$ cat src/rtl/tick_stopwatch.sv
// BCD mm:ss stopwatch clocked by rising edges of the divided tick_in square wave.
// Optional lap/freeze display is built when TICK_STOPWATCH_LAP_EN is defined.
module tick_stopwatch #(
  parameter int TICKS_PER_SEC = 1,
  parameter int MAX_MIN       = 59
) (
  input  logic       clk,
  input  logic       rst,
  input  logic       tick_in,
  input  logic       start,
  input  logic       stop,
  input  logic       clear,
`ifdef TICK_STOPWATCH_LAP_EN
  input  logic       lap,
  output logic       lap_active,
`endif
  output logic [3:0] sec_ones,
  output logic [3:0] sec_tens,
  output logic [3:0] min_ones,
  output logic [3:0] min_tens,
  output logic       running,
  output logic       wrap,
  output logic [1:0] dbg_state
);

  // Encoding is visible on dbg_state: IDLE=0, RUN=1, PAUSE=2.
  typedef enum logic [1:0] {
    IDLE  = 2'd0,
    RUN   = 2'd1,
    PAUSE = 2'd2
  } state_e;

  localparam logic [7:0] PRESC_MAX = 8'(TICKS_PER_SEC - 1);
  localparam logic [3:0] MAX_MT    = 4'(MAX_MIN / 10);
  localparam logic [3:0] MAX_MO    = 4'(MAX_MIN % 10);

  state_e     state_q, state_d;
  logic       tick_q;
  logic [7:0] presc_q, presc_d;
  logic [3:0] so_q, so_d, st_q, st_d, mo_q, mo_d, mt_q, mt_d;
  logic       running_q;
  logic       wrap_q, wrap_d;
  logic       rise, sec_inc;

  always_comb begin
    state_d = state_q;
    presc_d = presc_q;
    so_d    = so_q;
    st_d    = st_q;
    mo_d    = mo_q;
    mt_d    = mt_q;
    wrap_d  = 1'b0;
    sec_inc = 1'b0;
    rise    = tick_in & ~tick_q;

    // Only the state during the rise cycle decides whether it counts.
    if (rise && state_q == RUN) begin
      if (presc_q == PRESC_MAX) begin
        presc_d = 8'd0;
        sec_inc = 1'b1;
      end else begin
        presc_d = presc_q + 8'd1;
      end
    end

    if (sec_inc) begin
      if (so_q != 4'd9) begin
        so_d = so_q + 4'd1;
      end else begin
        so_d = 4'd0;
        if (st_q != 4'd5) begin
          st_d = st_q + 4'd1;
        end else begin
          st_d = 4'd0;
          if (mt_q == MAX_MT && mo_q == MAX_MO) begin
            mo_d   = 4'd0;
            mt_d   = 4'd0;
            wrap_d = 1'b1;
          end else if (mo_q != 4'd9) begin
            mo_d = mo_q + 4'd1;
          end else begin
            mo_d = 4'd0;
            mt_d = mt_q + 4'd1;
          end
        end
      end
    end

    // stop outranks start even in states where stop itself does nothing.
    if (stop) begin
      if (state_q == RUN) state_d = PAUSE;
    end else if (start && state_q != RUN) begin
      state_d = RUN;
    end

    if (clear) begin
      state_d = IDLE;
      presc_d = 8'd0;
      so_d    = 4'd0;
      st_d    = 4'd0;
      mo_d    = 4'd0;
      mt_d    = 4'd0;
      wrap_d  = 1'b0;
    end
  end

  always_ff @(posedge clk or posedge rst) begin
    if (rst) begin
      state_q   <= IDLE;
      tick_q    <= 1'b1;
      presc_q   <= 8'd0;
      so_q      <= 4'd0;
      st_q      <= 4'd0;
      mo_q      <= 4'd0;
      mt_q      <= 4'd0;
      running_q <= 1'b0;
      wrap_q    <= 1'b0;
    end else begin
      state_q   <= state_d;
      tick_q    <= tick_in;
      presc_q   <= presc_d;
      so_q      <= so_d;
      st_q      <= st_d;
      mo_q      <= mo_d;
      mt_q      <= mt_d;
      running_q <= (state_d == RUN);
      wrap_q    <= wrap_d;
    end
  end

  assign running   = running_q;
  assign wrap      = wrap_q;
  assign dbg_state = state_q;

`ifdef TICK_STOPWATCH_LAP_EN
  logic        lap_q, lap_d;
  logic [15:0] disp_q, disp_d;

  // The snapshot is the time shown in the lap cycle, before that edge's increment.
  always_comb begin
    lap_d  = lap_q;
    disp_d = disp_q;
    if (clear) begin
      lap_d = 1'b0;
    end else if (lap && state_q == RUN) begin
      lap_d = ~lap_q;
      if (!lap_q) disp_d = {mt_q, mo_q, st_q, so_q};
    end
  end

  always_ff @(posedge clk or posedge rst) begin
    if (rst) begin
      lap_q  <= 1'b0;
      disp_q <= 16'd0;
    end else begin
      lap_q  <= lap_d;
      disp_q <= disp_d;
    end
  end

  assign lap_active = lap_q;
  assign {min_tens, min_ones, sec_tens, sec_ones} =
    lap_q ? disp_q : {mt_q, mo_q, st_q, so_q};
`else
  assign {min_tens, min_ones, sec_tens, sec_ones} = {mt_q, mo_q, st_q, so_q};
`endif

endmodule

$ cat config.mk
export PLATFORM = sky130hd
export DESIGN_NAME = tick_stopwatch
export DESIGN_NICKNAME = d
export VERILOG_FILES = /design/src/rtl/tick_stopwatch.sv
export SDC_FILE = /design/constraint.sdc
export NUM_CORES = 1
export LEC_CHECK = 0
export ABC_AREA = 1
export ABC_CLOCK_PERIOD_IN_PS = 2560
export CAP_MARGIN = 10
export CORE_MARGIN = 8
export CORE_UTILIZATION = 27
export DETAILED_ROUTE_END_ITERATION = 12
export PLACE_DENSITY = 0.56
export SYNTH_ARGS = -nofsm -noshare
export SYNTH_HDL_FRONTEND = slang
export SYNTH_SLANG_ARGS = --single-unit
$ cat constraint.sdc
create_clock -name clk -period 2.56 [get_ports clk]
set_clock_uncertainty 0.05 [all_clocks]
set_input_delay 0.256 -clock clk [delete_from_list [all_inputs] [get_ports clk]]
set_output_delay 0.256 -clock clk [all_outputs]
set_load 0.03 [all_outputs]
==> results by group <==
Power
  • P per Cell Area: roughly 620 nW/µm²
  • VDD IR max: ~0.31 mV
  • Leak Pwr: slightly below 1 nW
  • Power, Total: between 1 and 1.5 mW

Place
  • RD Place Congestion: around 0.8
  • Post-DP HPWL: 2630 µm
  • Placed instance area: about 2000 µm²
  • PortBufs: 25
  • Placed insts: between 300 and 400
  • Placement Setup Slack: just under 0.6 ns

Routing
  • Final wirelength: between 3000 and 4000 µm
  • Antenna Violating Nets Remaining: 0
  • DR WL/cell: 11.63 µm
  • TritonRoute pass-1 iters: 4
  • DR iter-0 viols: 70
  • DRC violations left: 0
  • DR vias: roughly 1400
  • Vias per cell: about 4.4

Final layout
  • Syn-to-layout area delta: 23.83%
  • Final cell count without fillers: approximately 310
  • Final nets: around 250
  • Antenna Cells: 0
  • Layout cells sized above 1: between 10% and 20%
  • Final core utilization: about a third
  • Post-route cell area: ~2100 µm²

STA
  • Slew Viols, Final: 0
  • RSZ-0062 raised after global routing: false
  • Peak Freq: approximately 540 MHz
  • Worst Tran Pin Value: 0.4067 ns
  • Fin crit period: 1.836 ns
  • Setup TNS: 0 ns
  • PnR worst setup slack: between 0.7 and 0.8 ns
  • Normalized max-slew margin: 72.79%
  • Fin crit share: slightly above 70%
  • Setup Viol. Count Final: 0
  • Final hold slack: approximately 0.3 ns
  • Final Hold Viols: 0

Global routing
  • Gr ovfl total: 0
  • Largest net degree at the start of global routing: 30
  • Via count of the first global-routing pass: 1408
  • Initial antenna violation count: 0
  • Tot GR Track Use: under 10%
  • First-pass GRT wire length: roughly 6400 µm

Floorplanning
  • Die extent in x: between 90 and 100 µm
  • CORE AREA: 6205 µm²
  • Die Ht: around 95 µm
  • Site row count: 29
  • Starting density of the core: a little over a quarter
  • Full die area: about 9000 µm²
  • IO Pins: 26

CTS
  • H-tree depth: 2
  • CTS tree: done
  • Post-cts hold buffer count: 0
  • Clock Latency Late Sink: approximately 0.29 ns
  • Num CTS Buffers: 5
  • Post-cts resize count: 0
  • Clock-pin slew on the worst setup and hold paths: approximately 0.07 ns
  • Post-CTS setup buffers: 0
  • Clk root buf: clkbuf_8
  • Clk sinks: 29
  • Clk buf depth: 2

Critical path
  • Crit Path Class: flip-flop to flip-flop
  • Crit path arrival time: 1.95 ns
  • Crit-path max FO: 20
  • CP endpoint kind: flip-flop
  • Worst R2R Path Depth: 9
  • Req. time, crit path: ~2.7 ns
  • Startpoint types: flip-flop

Yosys
  • Cell variety after synth: 29
  • Synthesis Warnings: 0
  • Synthesized net count: 222
  • Syn Area/Cell: a little over 8 µm²
  • Synthesized flop and latch total: 29
  • Post-Syn Area: between 1500 and 2000 µm²
  • Syn Inst Count: roughly 200
  • Post-synthesis sequential area ratio: between 40 and 50%

Hold path
  • Hold Path Class: input pin to async pin

Status
  • Outcome: completed

Run
  • Max-Cap Viols: 0
## critical path, cell delays in order (launching register included)
cell	delay, ns
dfrtp_1	0.43
inv_1	0.11
ha_1	0.14
nand2_1	0.05
nor2_1	0.14
nand2_1	0.08
nand2_2	0.32
nand2_2	0.20
nand2_1	0.11
o21ai_1	0.07
## metal layers
layer | up-vias | part of all wire (%) | global-route usage, %
met2 | 23 | 48 | 14.84
li1 | 718 | - | -
met3 | 6 | 5.3 | 3.701
met1 | 627 | 45 | 10.24
met4 | 0 | 1.7 | 3.511
met5 | - | 0 | 0
## state kept, by name, summed over array words and instances (netlist names)
name / cells
min_tens: 4
sec_ones: 4
wrap: 1
dbg_state: 2
presc_q: 8
min_ones: 4
sec_tens: 4
tick_q: 1
running: 1
## synth_stat cells (all sizes together)
master,count,area (µm²)
dfstp,1,26.28
nor3,5,35.03
o21a,1,7.510
and3,1,6.260
o31ai,1,7.510
a21boi,1,7.510
dfrtp,28,700.7
ha,10,125.1
nand4,7,50.05
inv,28,105.1
xor2,6,52.55
xnor2,3,26.28
a21oi,2,10.01
nor2,27,111.4
or2,3,18.77
nor4,1,6.260
nand3,18,100.1
buf,3,37.53
o21ai,15,75.07
nand2,45,181.4
## where the power goes
group / internal, mW / switching (mW)
Combinational: 0.147 / 0.214
Sequential: 0.504 / 0.0635
Clock: 0.187 / 0.186
Total: 0.838 / 0.464
## placed cells by master (no fill, tap or decap), drive strengths merged, types with 2 or more instances in the layout
cell / netlist / final
clkinv: 0 / 2
ha: 10 / 10
clkbuf: 0 / 5
xor2: 6 / 6
nor3: 5 / 5
o21ai: 15 / 15
nand3: 18 / 18
nand2: 45 / 45
or2: 3 / 3
inv: 28 / 28
xnor2: 3 / 3
nor2: 27 / 27
dfrtp: 28 / 28
a21oi: 2 / 2
nand4: 7 / 7
clkdlybuf4s50: 0 / 25
## area by class of cell
cell class | instances | area, µm²
well taps | 77 | 96.34
repair buffers | 26 | 257.7
clock buffers | 5 | 68.82
clock inverters | 3 | 17.52
flip-flops and latches | 29 | 726.9
multi-input cells | 146 | 820.8
fillers | 663 | 4111
inverters | 28 | 105.1
## cell families after synthesis
family / after synthesis / share of synthesized area, %
AO/OA/AOI/OAI: 20 / 6.366
adder cells (fa/ha/maj): 10 / 7.402
buffers and inverters: 31 / 8.438
AND/OR/NAND/NOR: 107 / 30.13
flip-flops: 29 / 43.01
XOR/XNOR: 9 / 4.663
## path summary, 6_finish.rpt
| path | startpoint | endpoint | slack (ns) |
|---|---|---|---|
| setup reg to reg | presc_q[0]$_DFFE_PP0P_ | min_ones[2]$_DFFE_PP0P_ | 0.72 |
| hold / removal | rst | wrap$_DFF_PP0_ | 0.30 |
| max in group asynchronous | rst | tick_q$_DFF_PP1_ | 1.85 |
| min in group clk | tick_in | tick_q$_DFF_PP1_ | 0.37 |
| setup / recovery | presc_q[0]$_DFFE_PP0P_ | min_ones[2]$_DFFE_PP0P_ | 0.72 |
| hold reg to reg | sec_tens[3]$_DFFE_PP0P_ | sec_tens[3]$_DFFE_PP0P_ | 0.52 |
Power figures use the tool's default switching activity.
